[src/rtl/isi_ctrl_pkg.sv]
// ============================================================================
// isi_ctrl_pkg : shared types, reset constants and helpers for isi_channel_ctrl
// Rev 1.0
// ============================================================================
`default_nettype none

package isi_ctrl_pkg;

    typedef enum logic [1:0] {
        RUN   = 2'd0,
        FLUSH = 2'd1,
        SWAP  = 2'd2
    } isi_state_t;

    // Identity pulse response: unit main cursor, no post-cursors, no shift.
    localparam int c_ident_tap0  = 1;
    localparam int c_ident_other = 0;
    localparam int c_ident_shift = 0;

    function automatic int tap_slice(input int i, input int mant_w);
        return i * mant_w;
    endfunction

endpackage

`default_nettype wire

[src/rtl/isi_tap_bank.sv]
// ============================================================================
// isi_tap_bank : shadow/active tap register pair with atomic swap
// Rev 1.0
// ============================================================================
`default_nettype none

module isi_tap_bank
    import isi_ctrl_pkg::*;
#(
    parameter int TAPS    = 2,
    parameter int MANT_W  = 16,
    parameter int SHIFT_W = 8,
    parameter int ADDR_W  = 1
) (
    input  logic                     clk,
    input  logic                     rstn,
    input  logic                     wr_en,
    input  logic [ADDR_W-1:0]        wr_addr,
    input  logic [MANT_W-1:0]        wr_mant,
    input  logic [SHIFT_W-1:0]       wr_shift,
    input  logic                     swap,
    output logic [TAPS*MANT_W-1:0]   tap_mant,
    output logic [SHIFT_W-1:0]       tap_shift
);

    logic [MANT_W-1:0]  r_shadow [TAPS];
    logic [MANT_W-1:0]  r_active [TAPS];
    logic [SHIFT_W-1:0] r_shadow_shift;
    logic [SHIFT_W-1:0] r_active_shift;

    always_ff @(posedge clk) begin
        if (!rstn) begin
            for (int i = 0; i < TAPS; i++) begin
                r_shadow[i] <= (i == 0) ? MANT_W'(c_ident_tap0) : MANT_W'(c_ident_other);
                r_active[i] <= (i == 0) ? MANT_W'(c_ident_tap0) : MANT_W'(c_ident_other);
            end
            r_shadow_shift <= SHIFT_W'(c_ident_shift);
            r_active_shift <= SHIFT_W'(c_ident_shift);
        end else begin
            if (wr_en) begin
                r_shadow[wr_addr] <= wr_mant;
                // The shift travels with the main cursor write.
                if (wr_addr == '0) begin
                    r_shadow_shift <= wr_shift;
                end
            end
            if (swap) begin
                r_active       <= r_shadow;
                r_active_shift <= r_shadow_shift;
            end
        end
    end

    generate
        for (genvar i = 0; i < TAPS; i++) begin : g_pack
            assign tap_mant[tap_slice(i, MANT_W) +: MANT_W] = r_active[i];
        end
    endgenerate

    assign tap_shift = r_active_shift;

endmodule

`default_nettype wire

[src/rtl/isi_channel_ctrl.sv]
// ============================================================================
// isi_channel_ctrl : symbol forwarding plus flush-then-swap tap reconfiguration
// Rev 1.0
// ============================================================================
`default_nettype none

module isi_channel_ctrl
    import isi_ctrl_pkg::*;
#(
    parameter int TAPS              = 2,
    parameter int SIGNAL_RESOLUTION = 8,
    parameter int SHIFT_W           = 8
) (
    input  logic                                   clk,
    input  logic                                   rstn,
    input  logic signed [SIGNAL_RESOLUTION-1:0]    sym_in,
    input  logic                                   sym_in_valid,
    output logic                                   sym_in_ready,
    output logic signed [SIGNAL_RESOLUTION-1:0]    ch_sym,
    output logic                                   ch_sym_valid,
    input  logic                                   cfg_valid,
    output logic                                   cfg_ready,
    input  logic                                   cfg_commit,
    input  logic [$clog2(TAPS > 1 ? TAPS : 2)-1:0] cfg_addr,
    input  logic signed [2*SIGNAL_RESOLUTION-1:0]  cfg_mant,
    input  logic [SHIFT_W-1:0]                     cfg_shift,
    output logic                                   cfg_err,
    output logic [TAPS*2*SIGNAL_RESOLUTION-1:0]    tap_mant,
    output logic [SHIFT_W-1:0]                     tap_shift,
    output logic                                   swapping
);

    localparam int ADDR_W = $clog2(TAPS > 1 ? TAPS : 2);
    localparam int CNT_W  = $clog2(TAPS > 1 ? TAPS : 2);
    localparam int MANT_W = 2 * SIGNAL_RESOLUTION;
    localparam logic [CNT_W-1:0] c_cnt_load = CNT_W'((TAPS > 1) ? TAPS - 2 : 0);

    isi_state_t                     r_state;
    logic [CNT_W-1:0]               r_cnt;
    logic [SIGNAL_RESOLUTION-1:0]   r_ch_sym;
    logic                           r_ch_valid;
    logic                           r_cfg_err;

    logic w_run;
    logic w_sym_acc;
    logic w_cfg_wr;
    logic w_commit;
    logic w_addr_ok;

    assign w_run     = (r_state == RUN);
    assign w_sym_acc = sym_in_valid && w_run;
    assign w_cfg_wr  = cfg_valid && w_run && !cfg_commit;
    assign w_commit  = cfg_valid && w_run && cfg_commit;
    assign w_addr_ok = (int'(cfg_addr) < TAPS);

    always_ff @(posedge clk) begin
        if (!rstn) begin
            r_state    <= RUN;
            r_cnt      <= '0;
            r_ch_sym   <= '0;
            r_ch_valid <= 1'b0;
            r_cfg_err  <= 1'b0;
        end else begin
            r_cfg_err <= w_cfg_wr && !w_addr_ok;
            case (r_state)
                RUN: begin
                    r_ch_valid <= w_sym_acc;
                    if (w_sym_acc) begin
                        r_ch_sym <= sym_in;
                    end
                    if (w_commit) begin
                        r_state <= (TAPS > 1) ? FLUSH : SWAP;
                        r_cnt   <= c_cnt_load;
                    end
                end
                FLUSH: begin
                    // Zero symbols drain the channel's ISI history before the swap.
                    r_ch_sym   <= '0;
                    r_ch_valid <= 1'b1;
                    if (r_cnt == '0) begin
                        r_state <= SWAP;
                    end else begin
                        r_cnt <= r_cnt - 1'b1;
                    end
                end
                SWAP: begin
                    r_ch_valid <= 1'b0;
                    r_state    <= RUN;
                end
                default: begin
                    r_ch_valid <= 1'b0;
                    r_state    <= RUN;
                end
            endcase
        end
    end

    isi_tap_bank #(
        .TAPS    (TAPS),
        .MANT_W  (MANT_W),
        .SHIFT_W (SHIFT_W),
        .ADDR_W  (ADDR_W)
    ) u_tap_bank (
        .clk       (clk),
        .rstn      (rstn),
        .wr_en     (w_cfg_wr && w_addr_ok),
        .wr_addr   (cfg_addr),
        .wr_mant   (cfg_mant),
        .wr_shift  (cfg_shift),
        .swap      (r_state == SWAP),
        .tap_mant  (tap_mant),
        .tap_shift (tap_shift)
    );

    assign sym_in_ready = w_run;
    assign cfg_ready    = w_run;
    assign swapping     = !w_run;
    assign ch_sym       = r_ch_sym;
    assign ch_sym_valid = r_ch_valid;
    assign cfg_err      = r_cfg_err;

endmodule

`default_nettype wire
[config.mk]
export PLATFORM = sky130hd
export DESIGN_NAME = isi_channel_ctrl
export DESIGN_NICKNAME = d
export VERILOG_FILES = /design/src/rtl/isi_ctrl_pkg.sv /design/src/rtl/isi_tap_bank.sv /design/src/rtl/isi_channel_ctrl.sv
export SDC_FILE = /design/constraint.sdc
export NUM_CORES = 1
export LEC_CHECK = 0
export CORE_ASPECT_RATIO = 2
export CORE_MARGIN = 3
export CORE_UTILIZATION = 52
export DETAILED_ROUTE_END_ITERATION = 10
export GPL_ROUTABILITY_DRIVEN = 0
export PLACE_DENSITY = 0.84
export SLEW_MARGIN = 20
export SYNTH_ARGS = -nofsm -noshare
export SYNTH_HDL_FRONTEND = slang
export SYNTH_SLANG_ARGS = --single-unit
[constraint.sdc]
create_clock -name clk -period 3.4 [get_ports clk]
set_input_delay 0.68 -clock clk [delete_from_list [all_inputs] [get_ports clk]]
set_output_delay 0.68 -clock clk [all_outputs]
set_load 0.01 [all_outputs]
==> impl_metrics.ini <==
[status]
status = completed

[cts]
clkSlewWorstSetupHoldPaths_ns = 0.06
cts_made_buffers = 9
clock-sinks = 91
cts_resized = 0
ctsHoldBuffers = 0
htreeDepth = 3
insertion_delay_ns = 0.34
cts.path.max_buffers = 2
cts_tree = built
cts_root_buf = clkbuf_16
post_cts_buffers = 0

[power_and_ir_drop]
peakVddDrop_mv = 0.301
totalPowerFinal_mw = 2.29
p_leak_nw = 1.66
p_per_area_mw_per_mm2 = 491

[place]
post-place-cells = 528
post-dp-hpwl_um = 5260
place_area_mm2 = 0.00435
port_buffers = 89

[detailed_routing]
maxUsedRoutingLayer = met4
wl_met1_um = 2980
drtPass1Iterations = 4
wl_met3_um = 336
wl_met2_um = 4250
via_count = 2794
post_drt_via_cell_ratio = 5.14
wl_per_cell_um = 14.2
wl_um = 7700
drc = 0
drt_iter0_drc = 171
antenna_left = 0

[run]
maxCapViolCount = 0

[yosys]
syn_avg_cell_area_um2 = 9.35
seq_area_frac_synth_pct = 51.5
synth_nets = 416
ys_warn_count = 0
ys_ff_latch = 91
synth_area_mm2 = 0.00353
synth_cell_types = 30
netlist_instances = 378

[timing]
rsz0062_at_grt = no
max_freq_mhz = 402
finalClockSkew_ns = 0.00479
setup-violations-final = 0
slew_headroom_pct = 55.9
worstMarginPinSlew_ns = 0.662
post-route-period-util_pct = 73.2
final-max-slew-violation-count = 0
hold_viol = 0
min_period_ns = 2.49
finalSetupTns_ns = 0

[setup_path]
r2r_slack_ns = 1.58
path_class = reg2out
cp_slowest_cell = clkdlybuf4s50_1
crit_chain = nor2_1 -> clkdlybuf4s50_1
end_kind = output pin
crit_family = buffers and inverters
path_max_fanout = 12
cp.arrival_ns = 1.81
crit_buf_inv = 1
crit_path_max_incr_delay_ns = 0.63
required_ns = 2.72
critPathLaunchType = flop

[cells_and_area]
final_cells = 544
final_common_cell = nand2_1
final_area_mm2 = 0.00466
nNetsFinal = 491
layout_common_cells = 142 x nand2_1, 91 x dfxtp_1, 88 x clkdlybuf4s50_1
fin_util_pct = 72.2
final_layout_size_suffix_gt1_share_pct = 5.90
fillerInstances = 508
num_antenna_cells = 0
syn2layout_area_growth_pct = 32.0

[worst_hold_path]
timing.hold.worst.class = reg2reg

[die]
die_w_um = 64.3
ios = 91
num_rows = 41
coreArea_mm2 = 0.00646
die_y_um = 123
die_area_mm2 = 0.00788
initial_core_util_pct = 54.7

[global_routing]
antenna_found_initial = 0
grt_pass1_vias = 2771
grt_pass1_wl_um = 12700
grt_max_degree = 47
grt_overflow = 0
gr-usage-all-layers_pct = 20.7
## worst reg2reg max path: cells and delay by family, from the launching register on
| kind | cells | cell delay (ns) |
|---|---|---|
| compound gates | 1 | 0.20 |
| flops | 1 | 0.46 |
| buf+inv | 1 | 0.40 |
| simple gates | 2 | 0.68 |
## cell type report
class,count,area (um^2),share of cell area (%)
Clock buffer,12,267,5.71
Clock inverter,4,47.5,1.02
Inverter,3,11.3,0.241
Multi-Input combinational cell,253,1480,31.7
Sequential cell,91,1820,39.1
Tap cell,86,108,2.31
Timing Repair Buffer,95,931,20.0
## kinds of logic after synthesis
group                  after synthesis  synth area share [%]
AOI/OAI and AO/OA                   54                  12.0
buffers and inverters               34                  6.62
DFF                                 91                  51.5
muxes                               39                  11.0
other                                1                 0.106
and+or+nand+nor                    159                  18.7
## cell usage after synthesis
cell              n  share of area [%]
a32o_1            4                1.1
mux2i_1          39                 11
a22o_1            4               0.99
o211ai_1          2               0.42
and2b_4           1               0.28
clkbuf_1         11                1.2
nand2b_1          1               0.18
dfxtp_1          91                 52
o21bai_1          1               0.21
and2_1            1               0.18
buf_4             4               0.85
a21boi_1         17                3.6
a32oi_1           4               0.99
buf_6             3               0.96
and3b_2           1               0.28
a21boi_0         22                4.7
dlymetal6s2s_1    1               0.35
inv_1             3               0.32
and2b_2           1               0.25
nand3b_1          1               0.21
conb_1            1               0.11
buf_2             9                1.3
nand2_1         142                 15
nor2b_1           5               0.88
and2b_1           1               0.21
nor3b_1           1               0.21
nor4b_2           1               0.42
nor2_1            2               0.21
and4_1            1               0.25
buf_12            3                1.7
## sequential cells by signal (all words and copies together) (netlist names)
name                       cells
u_tap_bank.r_shadow           32
u_tap_bank.tap_mant           32
ch_sym                         8
u_tap_bank.r_shadow_shift      8
u_tap_bank.tap_shift           8
r_state                        2
ch_sym_valid                   1
## metal layers
layer	vias to the layer above	GRT usage (%)
li1	1381	-
met1	1334	21.6
met2	69	38.0
met3	10	6.04
met4	0	8.48
met5	-	0
## report_power, final
group | switching, mW | internal, mW | total, mW
registers | 0.0147 | 1.09 | 1.11
logic | 0.0770 | 0.0932 | 0.170
clock network | 0.387 | 0.626 | 1.01
## per-stage QoR
step	hold WS [ns]	setup slack, ns
floorplan	0.431	1.69
global placement	0.436	1.17
detailed placement	0.445	1.10
CTS	0.453	0.895
global route	0.470	0.845
finish	0.450	0.913
## final timing paths
kind	startpoint	endpoint	cells after the start
max	r_state[1]$_SDFFE_PN0P_	cfg_ready	2
max reg2reg	r_state[0]$_SDFFE_PN0P_	u_tap_bank.tap_shift[7]$_SDFFE_PN0N_	4
min	u_tap_bank.r_shadow_shift[1]$_SDFFE_PN0P_	u_tap_bank.tap_shift[1]$_SDFFE_PN0N_	2
min reg2reg	u_tap_bank.r_shadow_shift[1]$_SDFFE_PN0P_	u_tap_bank.tap_shift[1]$_SDFFE_PN0N_	2
No activity file was read; power rests on OpenSTA's default activity.
